<file path="src/rtl/hs_channel_pkg.sv">
// ============================================================================
//  Module      : hs_channel_pkg
//  Description : Shared types and helpers for the req/ack channel producer.
//  Revision    : 1.0 - initial release
// ============================================================================
`default_nettype none

package hs_channel_pkg;

    localparam int DEF_DATA_W = 8;
    localparam int DEF_DEPTH  = 8;

    typedef enum logic [0:0] {
        HS_IDLE = 1'b0,
        HS_ACK  = 1'b1
    } hs_state_e;

    // One extra MSB beyond the address bits distinguishes full from empty.
    function automatic int ptr_w(input int depth);
        return $clog2(depth) + 1;
    endfunction

endpackage

`default_nettype wire

</file>
<file path="src/rtl/sync_fifo.sv">
// ============================================================================
//  Module      : sync_fifo
//  Description : Single-clock FIFO with wrap-bit pointers and occupancy count.
//  Revision    : 1.0 - initial release
// ============================================================================
`default_nettype none

module sync_fifo
    import hs_channel_pkg::*;
#(
    parameter int DATA_W = DEF_DATA_W,
    parameter int DEPTH  = DEF_DEPTH
) (
    input  logic                   clk,
    input  logic                   rst,
    input  logic                   push,
    input  logic                   pop,
    input  logic [DATA_W-1:0]      wr_data,
    output logic [DATA_W-1:0]      rd_data,
    output logic [$clog2(DEPTH):0] level,
    output logic                   full,
    output logic                   empty
);

    localparam int PTR_W  = ptr_w(DEPTH);
    localparam int ADDR_W = $clog2(DEPTH);

    logic [PTR_W-1:0]  wr_ptr_q, wr_ptr_d;
    logic [PTR_W-1:0]  rd_ptr_q, rd_ptr_d;
    logic [DATA_W-1:0] mem_q [DEPTH];
    logic              do_push;
    logic              do_pop;

    assign level   = wr_ptr_q - rd_ptr_q;
    assign full    = (level == PTR_W'(DEPTH));
    assign empty   = (level == '0);
    assign rd_data = mem_q[rd_ptr_q[ADDR_W-1:0]];

    // Guard here so a full/empty violation from the caller can never corrupt pointers.
    assign do_push = push && !full;
    assign do_pop  = pop && !empty;

    always_comb begin
        wr_ptr_d = wr_ptr_q;
        rd_ptr_d = rd_ptr_q;
        if (do_push) begin
            wr_ptr_d = wr_ptr_q + PTR_W'(1);
        end
        if (do_pop) begin
            rd_ptr_d = rd_ptr_q + PTR_W'(1);
        end
    end

    always_ff @(posedge clk) begin
        if (rst) begin
            wr_ptr_q <= '0;
            rd_ptr_q <= '0;
        end else begin
            wr_ptr_q <= wr_ptr_d;
            rd_ptr_q <= rd_ptr_d;
        end
    end

    always_ff @(posedge clk) begin
        if (do_push) begin
            mem_q[wr_ptr_q[ADDR_W-1:0]] <= wr_data;
        end
    end

endmodule

`default_nettype wire

</file>
<file path="src/rtl/hs_fifo_producer.sv">
// ============================================================================
//  Module      : hs_fifo_producer
//  Description : FIFO-backed producer answering a 4-phase req/ack channel.
//  Revision    : 1.0 - initial release
// ============================================================================
`default_nettype none

module hs_fifo_producer
    import hs_channel_pkg::*;
#(
    parameter int DATA_W      = DEF_DATA_W,
    parameter int DEPTH       = DEF_DEPTH,
    parameter int SYNC_STAGES = 2
) (
    input  logic                   clk3,
    input  logic                   rst,
    input  logic [DATA_W-1:0]      in_data,
    input  logic                   in_valid,
    output logic                   in_ready,
    input  logic                   ch_req,
    output logic                   ch_ack,
    output logic [DATA_W-1:0]      ch_data,
    output logic [$clog2(DEPTH):0] level
);

    logic [SYNC_STAGES-1:0] req_sync_q, req_sync_d;
    logic                   req_s;
    hs_state_e              state_q, state_d;
    logic [DATA_W-1:0]      ch_data_q, ch_data_d;
    logic                   fifo_pop;
    logic                   fifo_full;
    logic                   fifo_empty;
    logic [DATA_W-1:0]      fifo_rd_data;

    sync_fifo #(
        .DATA_W (DATA_W),
        .DEPTH  (DEPTH)
    ) u_fifo (
        .clk     (clk3),
        .rst     (rst),
        .push    (in_valid && in_ready),
        .pop     (fifo_pop),
        .wr_data (in_data),
        .rd_data (fifo_rd_data),
        .level   (level),
        .full    (fifo_full),
        .empty   (fifo_empty)
    );

    assign in_ready = !fifo_full;
    assign req_s    = req_sync_q[SYNC_STAGES-1];
    assign ch_ack   = (state_q == HS_ACK);
    assign ch_data  = ch_data_q;

    always_comb begin
        req_sync_d = {req_sync_q[SYNC_STAGES-2:0], ch_req};
    end

    // One pop per request phase: the pop is tied to the IDLE->ACK transition only.
    always_comb begin
        state_d   = state_q;
        ch_data_d = ch_data_q;
        fifo_pop  = 1'b0;
        case (state_q)
            HS_IDLE: begin
                if (req_s && !fifo_empty) begin
                    ch_data_d = fifo_rd_data;
                    fifo_pop  = 1'b1;
                    state_d   = HS_ACK;
                end
            end
            HS_ACK: begin
                if (!req_s) begin
                    state_d = HS_IDLE;
                end
            end
            default: state_d = HS_IDLE;
        endcase
    end

    always_ff @(posedge clk3) begin
        if (rst) begin
            req_sync_q <= '0;
            state_q    <= HS_IDLE;
            ch_data_q  <= '0;
        end else begin
            req_sync_q <= req_sync_d;
            state_q    <= state_d;
            ch_data_q  <= ch_data_d;
        end
    end

endmodule

`default_nettype wire
</file>
<file path="config.mk">
export PLATFORM = sky130hd
export DESIGN_NAME = hs_fifo_producer
export DESIGN_NICKNAME = d
export VERILOG_FILES = /design/src/rtl/hs_channel_pkg.sv /design/src/rtl/sync_fifo.sv /design/src/rtl/hs_fifo_producer.sv
export SDC_FILE = /design/constraint.sdc
export NUM_CORES = 1
export LEC_CHECK = 0
export CAP_MARGIN = 10
export CORE_ASPECT_RATIO = 0.75
export CORE_MARGIN = 2
export CORE_UTILIZATION = 25
export DETAILED_ROUTE_END_ITERATION = 8
export GPL_TIMING_DRIVEN = 0
export PLACE_DENSITY = 0.44
export SLEW_MARGIN = 5
export SYNTH_ARGS = -nofsm -noshare
export SYNTH_HDL_FRONTEND = slang
export SYNTH_SLANG_ARGS = --single-unit
</file>
<file path="constraint.sdc">
create_clock -name clk3 -period 4.4 [get_ports clk3]
set_input_delay 1.32 -clock clk3 [delete_from_list [all_inputs] [get_ports clk3]]
set_output_delay 1.32 -clock clk3 [all_outputs]
set_load 0.01 [all_outputs]
</file>
==> results of run 1 <==
## final cells by class
type / count / share of cell area, %
Buffer: 10 / 1.40
Inverter: 7 / 0.601
Sequential cell: 83 / 52.6
Multi-Input combinational cell: 126 / 27.5
Clock buffer: 15 / 6.87
Timing Repair Buffer: 26 / 5.84
Tap cell: 175 / 5.01
Clock inverter: 1 / 0.114
## metrics by stage
step | total power [uW] | cell area (um2) | instances
after floorplan | 1260 | 3550 | 226
after global placement | 1440 | 4010 | 425
after detailed placement | 1440 | 4040 | 425
final | 2190 | 4370 | 443
after CTS | 2200 | 4350 | 441
after global routing | 2290 | 4370 | 443
## per-layer routing
layer  wire (um)  up-vias
met4          76        0
met5           0        -
li1            -      948
met2        3060       39
met1        3940      963
met3         313        9
## cell usage after synthesis, types with 2 or more instances
| library cell | n |
|---|---|
| inv_1 | 7 |
| edfxtp_1 | 64 |
| nor3_2 | 2 |
| buf_2 | 2 |
| nor2b_1 | 6 |
| nand2_1 | 23 |
| o311a_1 | 2 |
| and4_1 | 2 |
| mux2i_1 | 9 |
| buf_6 | 2 |
| xor2_1 | 2 |
| nor3_1 | 5 |
| o2111ai_1 | 2 |
| a21oi_1 | 5 |
| nand2b_1 | 2 |
| nor2_1 | 11 |
| ha_1 | 5 |
| nor3b_1 | 2 |
| mux4_2 | 16 |
| o311ai_1 | 3 |
| dfxtp_1 | 19 |
| clkbuf_1 | 5 |
| mux2_2 | 10 |
## worst reg2reg max path: cells and delay by family, from the launching register on
kind | cells | cell delay [ps]
compound gates | 2 | 660
flops | 1 | 300
fa+ha+maj | 1 | 370
buf+inv | 3 | 640
simple gates | 2 | 930
## worst max path at each step
stage                             startpoint       end  slack, ps  cells after the start
after detailed placement  u_fifo.rd_ptr_q[2]  level[3]        190                      8
final                     u_fifo.rd_ptr_q[2]  in_ready        170                      9
after global routing      u_fifo.rd_ptr_q[2]  in_ready          7                      9
after floorplan           u_fifo.rd_ptr_q[2]  in_ready       1120                      8
after global placement    u_fifo.rd_ptr_q[2]  level[3]        150                      8
after CTS                 u_fifo.rd_ptr_q[2]  in_ready         30                      9
## registers in the layout, summed over array words and instances, names as in the netlist
| signal | flops |
|---|---|
| ch_data | 8 |
| req_sync_q | 2 |
| u_fifo.rd_ptr_q | 4 |
| u_fifo.mem_q | 64 |
| ch_ack | 1 |
| u_fifo.wr_ptr_q | 4 |
## repair_timing
| item | 4_1_cts | 5_1_grt |
|---|---|---|
| buffers inserted | 0 | 2 |
| setup endpoints to repair | 2 | 2 |
| gates resized for setup | 2 | 2 |
| pin swaps | 0 | 1 |
## kinds of logic (layout without fill, tap and decap cells)
group / count (synthesis) / after routing / synth area share, %
flops: 83 / 83 / 64.8
simple gates: 59 / 59 / 8.35
mux: 37 / 37 / 16.6
compound gates: 21 / 21 / 4.82
buf+inv: 17 / 59 / 2.39
fa+ha+maj: 6 / 6 / 2.32
xor+xnor: 3 / 3 / 0.740
## power by group through the flow
stage	Sequential, uW	Combinational (uW)	Clock [uW]
2_1_floorplan	970	294	0
5_1_grt	970	525	800
6_report	963	480	747
4_1_cts	963	468	764
3_5_place_dp	979	463	0
3_3_place_gp	975	464	0
==> results.rst, run 1 <==
.. list-table::
   :header-rows: 1

   * - Metric
     - Value
   * - Leading cell type in the layout, fill and taps excluded
     - edfxtp_1
   * - Worst voltage drop across the vdd grid
     - 164 uV
   * - DRC marker count from the first detailed-route iteration
     - 204
   * - Clock slew seen by the registers of the worst setup and hold paths
     - 60 ps
   * - Critical-path cell with the highest stage delay
     - clkdlybuf4s50_1
   * - Clock tree from TritonCTS
     - built
   * - Async set or reset register ratio after synthesis
     - 0%
   * - Cell-by-cell trace of the critical path
     - buf_2 > buf_4 > inv_1 > ha_1 > and3b_1 > nor3_4 > nor2_2 > nand2_1 > clkdlybuf4s50_1
   * - Arrival time at the worst endpoint
     - 2910 ps
   * - Area growth from synthesis to layout
     - 23.1%
   * - Max-capacitance violation count
     - 0
   * - Final setup violation count
     - 0
   * - Sequential fraction of design power
     - 44.0%
   * - NumNets Final
     - 281
   * - Worst slew margin relative to its limit
     - 42.5%
   * - Cell Area, Synth
     - 3550 um2
   * - Final Worst Setup Slack
     - 172 ps
   * - Net count after synthesis
     - 244
   * - Leakage power of the design
     - 0.00146 uW
   * - Top cells by area in the synthesized netlist
     - edfxtp_1 (54%), dfxtp_1 (11%), mux4_2 (10%)
   * - Routed Wire Length
     - 7390 um
   * - Maximum number of buffers from clock root to sink
     - 2
   * - Number of cells traversed by the worst register-to-register path
     - 8
   * - Post-synth cell types
     - 43
   * - Row count
     - 37
   * - Hold Violations, Final
     - 0
   * - Half-perimeter wire length of the detailed placement result
     - 5110 um
   * - Antenna violation net count after detailed routing
     - 0
   * - Net Sw Frac
     - 26.5%
   * - Worst-Margin Slew
     - 859 ps
   * - Per-cell routed wire length
     - 16.7 um
   * - Fraction of power consumed by the clock network
     - 34.1%
   * - GRT met2 Usage
     - 15.0%
   * - Crit end category
     - output pin
   * - Drt drc
     - 0
   * - Net switching component of the power
     - 580 uW
   * - Seq cells post-synth
     - 83
   * - Number of warnings issued by yosys
     - 0
   * - Number of flops mapped to enable cells by yosys
     - 64
   * - Family with the most delay on the worst path
     - buffers and inverters
   * - Met1 track utilization from global routing
     - 15.5%
   * - Design internal power
     - 1610 uW
   * - Syn avg cell area
     - 15.7 um2
   * - Unrepaired setup endpoints after global routing
     - false
   * - First-pass detailed-route iteration total
     - 4
   * - Fraction of the core area covered by cells at the end of the flow
     - 31.7%
   * - Chip Height
     - 107 um
   * - Clk sinks
     - 83
   * - Fraction of layout cells with a size suffix above 1
     - 21.6%
   * - Total inserted antenna cells
     - 0
   * - Worst Path Buf+Inv
     - 4
   * - Setup_tns
     - 0 ps
   * - Share of Yosys cell area claimed by the top area cell type
     - 54.1%
   * - Clock Root Buffer
     - clkbuf_16
   * - Result of the run
     - finished clean
   * - Die width
     - 142 um
   * - Origin of the worst min-delay path
     - req_sync_q[1]
   * - Capture endpoint of the worst hold path
     - ch_ack
   * - Clk_skew
     - 10.5 ps
   * - Count of vias placed by the detailed router
     - 1959
   * - Post-layout minimum cycle time
     - 4230 ps
   * - Area inside the core boundary
     - 13800 um2
   * - Sum of overflow across all layers after global routing
     - 0
   * - Most used cells in the layout excluding fill and tap cells
     - edfxtp_1 (64), clkdlybuf4s50_1 (24), nand2_1 (23), dfxtp_1 (19), mux4_2 (16)
   * - Crit Reg-Reg Endpoint
     - u_fifo.mem_q[0][7]
   * - Final Max Slew Viols
     - 0
   * - Global-route usage over all layers
     - 10.7%
   * - Number of ports placed on the die boundary
     - 26
   * - GR Util met3
     - 3.43%
   * - Cts bufs inserted
     - 9
   * - Top cell type by total area after synthesis
     - edfxtp_1
   * - Multi-input logic area
     - 1200 um2
   * - Pin count of the biggest net entering global routing
     - 14
   * - Synthesized instance count
     - 226
   * - Worst reg2reg setup slack
     - 1120 ps
   * - Seq/Total Area, Yosys
     - 64.8%
   * - Required time at the worst-slack endpoint
     - 3080 ps
   * - Minimum setup slack after placement
     - 188 ps
   * - Number of port buffers
     - 24
   * - Antenna violations before repair
     - 0
   * - Startpoint type of the worst setup path
     - flop
   * - Via count normalized by instance count
     - 4.42
   * - Worst Hold Margin
     - 439 ps
   * - Number of global-route vias before repair
     - 1976
   * - Worst reg2reg startpoint
     - u_fifo.rd_ptr_q[2]
   * - Most heavily used metal layer in global routing
     - met1
   * - Clock latency on the worst-skew pair
     - 340 ps
   * - Routability congestion estimate
     - 0.761
   * - First-pass GRT wire length
     - 11600 um
   * - Type of the worst setup path
     - flop to output pin
   * - Top achievable clock speed
     - 237 MHz
   * - CP Max Fanout
     - 10
   * - Area of all sequential standard cells
     - 2300 um2
   * - Areal power density over the cells
     - 501 nW/um2
   * - Fill cells
     - 1335
   * - Number of hold buffers added after cts
     - 0
   * - Maximum single-stage delay on the critical path
     - 530 ps
   * - Min-Delay Path Depth
     - 1
   * - Fin crit share
     - 96.1%
   * - Class of the tightest hold or removal check
     - flop to flop
   * - Max H-tree Level
     - 3
   * - Part of the total power dissipated in combinational logic
     - 21.9%
   * - Initial Util
     - 25.8%
   * - Die Outline Area
     - 15200 um2
   * - Dominant synthesized flop cell
     - edfxtp_1
Power figures use the tool's default switching activity.
==> run 2, diff against run 1 <==
--- a/config.mk
+++ b/config.mk
@@ -12,6 +12,7 @@
 export DETAILED_ROUTE_END_ITERATION = 8
 export GPL_TIMING_DRIVEN = 0
 export PLACE_DENSITY = 0.44
+export SETUP_SLACK_MARGIN = 0.4
 export SLEW_MARGIN = 5
 export SYNTH_ARGS = -nofsm -noshare
 export SYNTH_HDL_FRONTEND = slang
==> results.rst, run 2 (synthesized netlist as in run 1, its figures left out) <==
.. list-table::
   :header-rows: 1

   * - Metric
     - Value
   * - Result of the run
     - finished clean
   * - Row count
     - 37
   * - Fraction of the core area covered by cells at the end of the flow
     - 32.2%
   * - Max-capacitance violation count
     - 0
   * - Half-perimeter wire length of the detailed placement result
     - 5110 um
   * - Final Max Slew Viols
     - 0
   * - Die Outline Area
     - 15200 um2
   * - Net switching component of the power
     - 587 uW
   * - NumNets Final
     - 282
   * - Setup_tns
     - 0 ps
   * - Worst slew margin relative to its limit
     - 42.6%
   * - Worst Path Buf+Inv
     - 4
   * - Number of cells traversed by the worst register-to-register path
     - 8
   * - Worst voltage drop across the vdd grid
     - 164 uV
   * - Most used cells in the layout excluding fill and tap cells
     - edfxtp_1 (64), clkdlybuf4s50_1 (24), nand2_1 (23), dfxtp_1 (18), mux4_2 (16)
   * - Clk sinks
     - 83
   * - Fraction of power consumed by the clock network
     - 33.9%
   * - CP Max Fanout
     - 10
   * - Worst-Margin Slew
     - 856 ps
   * - Number of port buffers
     - 24
   * - Crit Reg-Reg Endpoint
     - u_fifo.mem_q[0][7]
   * - Family with the most delay on the worst path
     - buffers and inverters
   * - Leakage power of the design
     - 0.00148 uW
   * - Leading cell type in the layout, fill and taps excluded
     - edfxtp_1
   * - Per-cell routed wire length
     - 16.8 um
   * - Number of ports placed on the die boundary
     - 26
   * - Class of the tightest hold or removal check
     - flop to flop
   * - Number of logic stages on the critical path including buffering
     - 9
   * - Net Sw Frac
     - 26.6%
   * - Critical Path Most Common Cell
     - buf_6
   * - Antenna violation net count after detailed routing
     - 0
   * - Initial Util
     - 25.8%
   * - Pin count of the biggest net entering global routing
     - 14
   * - Power after layout
     - 2200 uW
   * - Post-Place Cell Area
     - 4040 um2
   * - Design internal power
     - 1620 uW
   * - Post-route cell area
     - 4440 um2
   * - Areal power density over the cells
     - 497 nW/um2
   * - Routed Wire Length
     - 7470 um
   * - Crit path capture
     - in_ready
   * - Sequential fraction of design power
     - 43.7%
   * - Top achievable clock speed
     - 257 MHz
   * - Area growth from synthesis to layout
     - 24.8%
   * - Worst Hold Margin
     - 438 ps
   * - Fin crit share
     - 88.6%
   * - Area inside the core boundary
     - 13800 um2
   * - Worst reg2reg startpoint
     - u_fifo.rd_ptr_q[1]
   * - Maximum number of buffers from clock root to sink
     - 2
   * - Total inserted antenna cells
     - 0
   * - Drt drc
     - 0
   * - Antenna violations before repair
     - 0
   * - Final setup violation count
     - 0
   * - Startpoint type of the worst setup path
     - flop
   * - Clk_skew
     - 9.58 ps
   * - Routability congestion estimate
     - 0.761
   * - Origin of the worst setup path
     - u_fifo.rd_ptr_q[2]
   * - Critical-path cell with the highest stage delay
     - clkdlybuf4s50_1
   * - Post-layout minimum cycle time
     - 3900 ps
   * - First-pass detailed-route iteration total
     - 4
   * - Unrepaired setup endpoints after global routing
     - true
   * - Required time at the worst-slack endpoint
     - 3080 ps
   * - Via count normalized by instance count
     - 4.45
   * - Max H-tree Level
     - 3
   * - Crit end category
     - output pin
   * - Max reg flops
     - 64
   * - DRC marker count from the first detailed-route iteration
     - 160
   * - Hold Violations, Final
     - 0
   * - Fill cells
     - 1333
   * - Number of global-route vias before repair
     - 1997
   * - Die width
     - 142 um
   * - Arrival time at the worst endpoint
     - 2580 ps
   * - Chip Height
     - 107 um
   * - Global-route usage over all layers
     - 10.7%
   * - Maximum single-stage delay on the critical path
     - 520 ps
   * - Cts bufs inserted
     - 9
   * - Fraction of layout cells with a size suffix above 1
     - 23.8%
   * - Count of vias placed by the detailed router
     - 1974
   * - First-pass GRT wire length
     - 11700 um
   * - Type of the worst setup path
     - flop to output pin
   * - Worst reg2reg setup slack
     - 1370 ps
   * - Clock slew seen by the registers of the worst setup and hold paths
     - 60 ps
   * - Part of the total power dissipated in combinational logic
     - 22.4%
   * - Clock tree from TritonCTS
     - built
   * - Clock Root Buffer
     - clkbuf_16
   * - Cell-by-cell trace of the critical path
     - buf_6 > buf_6 > inv_1 > ha_2 > and3b_2 > nor3_4 > nor2_4 > nand2_1 > clkdlybuf4s50_1
   * - Clock latency on the worst-skew pair
     - 340 ps
   * - Sum of overflow across all layers after global routing
     - 0
run 2: how the worst min path moves through the flow:
stage | startpoint | slack, ps | to | depth (start not counted)
global route | req_sync_q[1] | 470 | ch_ack | 1
CTS | req_sync_q[1] | 440 | ch_ack | 1
detailed placement | req_sync_q[0] | 430 | req_sync_q[1] | 1
floorplan | req_sync_q[0] | 410 | req_sync_q[1] | 1
finish | req_sync_q[1] | 440 | ch_ack | 1
global placement | req_sync_q[0] | 430 | req_sync_q[1] | 1
run 2: per-stage QoR:
stage,instances,setup WS [ps]
floorplan,226,1120
global placement,425,148
detailed placement,425,188
CTS,444,401
global route,444,356
finish,444,502
run 2: power groups by stage:
| stage | clock (uW) | combinational [uW] | sequential (uW) |
|---|---|---|---|
| 2_1_floorplan | 0 | 294 | 970 |
| 3_3_place_gp | 0 | 464 | 975 |
| 3_5_place_dp | 0 | 463 | 979 |
| 4_1_cts | 764 | 490 | 963 |
| 5_1_grt | 800 | 542 | 970 |
| 6_report | 747 | 494 | 963 |
run 2: per-layer routing:
metal / vias up / GRT usage, % / share of wire [%] / wire [um]
met5: - / 0 / 0 / 0
met4: 0 / 3.64 / 1.1 / 80
met3: 10 / 3.43 / 3.9 / 293
met2: 37 / 15.1 / 42 / 3160
met1: 973 / 15.5 / 53 / 3940
li1: 954 / - / - / -
run 2: final cells by class:
cell class | count | area, um2 | share of cell area, %
tap | 175 | 219 | 4.94
buffer | 10 | 92.6 | 2.09
inverter | 7 | 26.3 | 0.592
multi-input combinational | 126 | 1230 | 27.6
clock inverter | 1 | 5.00 | 0.113
timing repair buffer | 27 | 263 | 5.92
clock buffer | 15 | 300 | 6.77
sequential | 83 | 2300 | 51.9
run 2: worst reg2reg max path: cells and delay by family (launching register included):
kind | cells | cell delay, ps
DFF | 1 | 350
adders and majority gates | 1 | 430
buffers and inverters | 3 | 410
xor gates and xnor gates | 1 | 240
AOI/OAI and AO/OA | 1 | 340
and+or+nand+nor | 2 | 880
run 2: repair_timing:
action	4_1_cts	5_1_grt
gates resized for setup	11	8
pin swaps	2	0
setup endpoints to repair	2	2
buffers inserted	3	0
hold buffers	0	0
==> run 3, diff against run 2 <==
==> constraint.sdc (replaced) <==
create_clock -name clk3 -period 5 [get_ports clk3]
set_input_delay 1.5 -clock clk3 [delete_from_list [all_inputs] [get_ports clk3]]
set_output_delay 1.5 -clock clk3 [all_outputs]
set_load 0.01 [all_outputs]
==> results.rst, run 3 (synthesized netlist as in run 1, its figures left out) <==
.. list-table::
   :header-rows: 1

   * - Metric
     - Value
   * - Areal power density over the cells
     - 441 nW/um2
   * - Worst reg2reg setup slack
     - 1750 ps
   * - Max-capacitance violation count
     - 0
   * - Required time at the worst-slack endpoint
     - 3500 ps
   * - Routability congestion estimate
     - 0.761
   * - Number of ports placed on the die boundary
     - 26
   * - Clock slew seen by the registers of the worst setup and hold paths
     - 60 ps
   * - Max reg flops
     - 64
   * - Area growth from synthesis to layout
     - 23.0%
   * - Number of hold buffers added after cts
     - 0
   * - Sum of overflow across all layers after global routing
     - 0
   * - Count of vias placed by the detailed router
     - 1957
   * - NumNets Final
     - 281
   * - Final Worst Setup Slack
     - 585 ps
   * - Design internal power
     - 1420 uW
   * - Worst slew margin relative to its limit
     - 42.5%
   * - First-pass GRT wire length
     - 11600 um
   * - Initial Util
     - 25.8%
   * - Row count
     - 37
   * - Type of the worst setup path
     - flop to output pin
   * - Number of port buffers
     - 24
   * - Inst Count DP
     - 425
   * - Number of cells traversed by the worst register-to-register path
     - 8
   * - Total inserted antenna cells
     - 0
   * - Clk sinks
     - 83
   * - Cts bufs inserted
     - 9
   * - Class of the tightest hold or removal check
     - flop to flop
   * - Worst-Margin Slew
     - 858 ps
   * - Startpoint type of the worst setup path
     - flop
   * - Net Sw Frac
     - 26.5%
   * - Via count normalized by instance count
     - 4.42
   * - Die width
     - 142 um
   * - Capture endpoint of the worst hold path
     - ch_ack
   * - Antenna violation net count after detailed routing
     - 0
   * - Clk_skew
     - 10.2 ps
   * - Fraction of layout cells with a size suffix above 1
     - 21.3%
   * - Top achievable clock speed
     - 226 MHz
   * - Clock latency on the worst-skew pair
     - 340 ps
   * - Half-perimeter wire length of the detailed placement result
     - 5110 um
   * - Max H-tree Level
     - 3
   * - Routed Wire Length
     - 7370 um
   * - Hold Violations, Final
     - 0
   * - Number of global-route vias before repair
     - 1976
   * - Final setup violation count
     - 0
   * - Result of the run
     - finished clean
   * - Crit Reg-Reg Endpoint
     - u_fifo.mem_q[0][7]
   * - Worst reg2reg startpoint
     - u_fifo.rd_ptr_q[2]
   * - Setup_tns
     - 0 ps
   * - Fin crit share
     - 88.3%
   * - Worst voltage drop across the vdd grid
     - 144 uV
   * - CP Max Fanout
     - 10
   * - Net switching component of the power
     - 510 uW
   * - Per-cell routed wire length
     - 16.6 um
   * - Part of the total power dissipated in combinational logic
     - 21.8%
   * - Most used cells in the layout excluding fill and tap cells
     - edfxtp_1 (64), clkdlybuf4s50_1 (24), nand2_1 (23), dfxtp_1 (19), mux4_2 (16)
   * - Min-Delay Path Depth
     - 1
   * - First-pass detailed-route iteration total
     - 4
   * - Chip Height
     - 107 um
   * - Arrival time at the worst endpoint
     - 2920 ps
   * - Post-layout minimum cycle time
     - 4420 ps
   * - Clock Root Buffer
     - clkbuf_16
   * - Leading cell type in the layout, fill and taps excluded
     - edfxtp_1
   * - Sequential fraction of design power
     - 44.0%
   * - Final std cells w/o fill
     - 443
   * - Drt drc
     - 0
   * - Maximum number of buffers from clock root to sink
     - 2
   * - Antenna violations before repair
     - 0
   * - Fraction of power consumed by the clock network
     - 34.2%
   * - Global-route usage over all layers
     - 10.7%
   * - Origin of the worst min-delay path
     - req_sync_q[1]
   * - DRC marker count from the first detailed-route iteration
     - 204
   * - Die Outline Area
     - 15200 um2
   * - Final Max Slew Viols
     - 0
   * - Clock tree from TritonCTS
     - built
   * - Unrepaired setup endpoints after global routing
     - false
   * - Crit end category
     - output pin
   * - Pin count of the biggest net entering global routing
     - 14
   * - Leakage power of the design
     - 0.00146 uW
   * - Minimum setup slack after placement
     - 608 ps
   * - Area inside the core boundary
     - 13800 um2
-- run 3: cell types whose count changed in the layout (fill, tap and decap cells not counted), sizes merged --
cell  delta
buf      -1
-- run 3: worst max-delay path by stage --
stage,start,to
6_report,u_fifo.rd_ptr_q[2],in_ready
5_1_grt,u_fifo.rd_ptr_q[2],in_ready
4_1_cts,u_fifo.rd_ptr_q[2],in_ready
3_5_place_dp,u_fifo.rd_ptr_q[2],level[3]
3_3_place_gp,u_fifo.rd_ptr_q[2],level[3]
2_1_floorplan,u_fifo.rd_ptr_q[2],in_ready
-- run 3: power by group through the flow --
stage | sequential, uW | clock (uW) | combinational, uW
2_1_floorplan | 853 | 0 | 259
3_3_place_gp | 858 | 0 | 408
3_5_place_dp | 862 | 0 | 408
4_1_cts | 848 | 673 | 412
5_1_grt | 854 | 704 | 460
6_report | 846 | 659 | 420
-- run 3: metrics by stage --
step	area [um2]	hold slack, ps	total power, uW	utilization [%]
floorplan	3550	414	1110	-
global placement	4010	431	1270	29.1
detailed placement	4040	428	1270	29.3
CTS	4350	442	1930	31.5
global route	4370	468	2020	31.7
finish	4370	439	1920	31.7
-- run 3: layout make-up --
class	count	area, um2
Fill cell	1334	9430
Sequential cell	83	2300
Multi-Input combinational cell	126	1200
Clock buffer	15	300
Timing Repair Buffer	26	255
Tap cell	175	219
Buffer	10	61.3
Inverter	7	26.3
Clock inverter	1	5.00
-- run 3: worst max-delay path: stages (launching register included) --
cell	delay [ps]
dfxtp_1	300
buf_2	280
buf_4	270
inv_1	80
ha_1	370
and3b_1	270
nor3_4	300
nor2_2	110
nand2_1	70
clkdlybuf4s50_1	530
-- run 3: what timing repair did --
item / in CTS / in global routing
pin swaps: 0 / 1
buffers inserted: 0 / 2
gates resized for setup: 2 / 1
endpoints found under the setup margin: 2 / 2
endpoints found under the hold margin: 0 / 0
-- run 3: routing by layer --
metal | global-route usage (%) | vias to the layer above | share of wire, %
li1 | - | 949 | -
met1 | 15.5 | 957 | 53
met2 | 15.0 | 42 | 42
met3 | 3.43 | 9 | 4.7
met4 | 3.64 | 0 | 1.1
met5 | 0 | - | 0
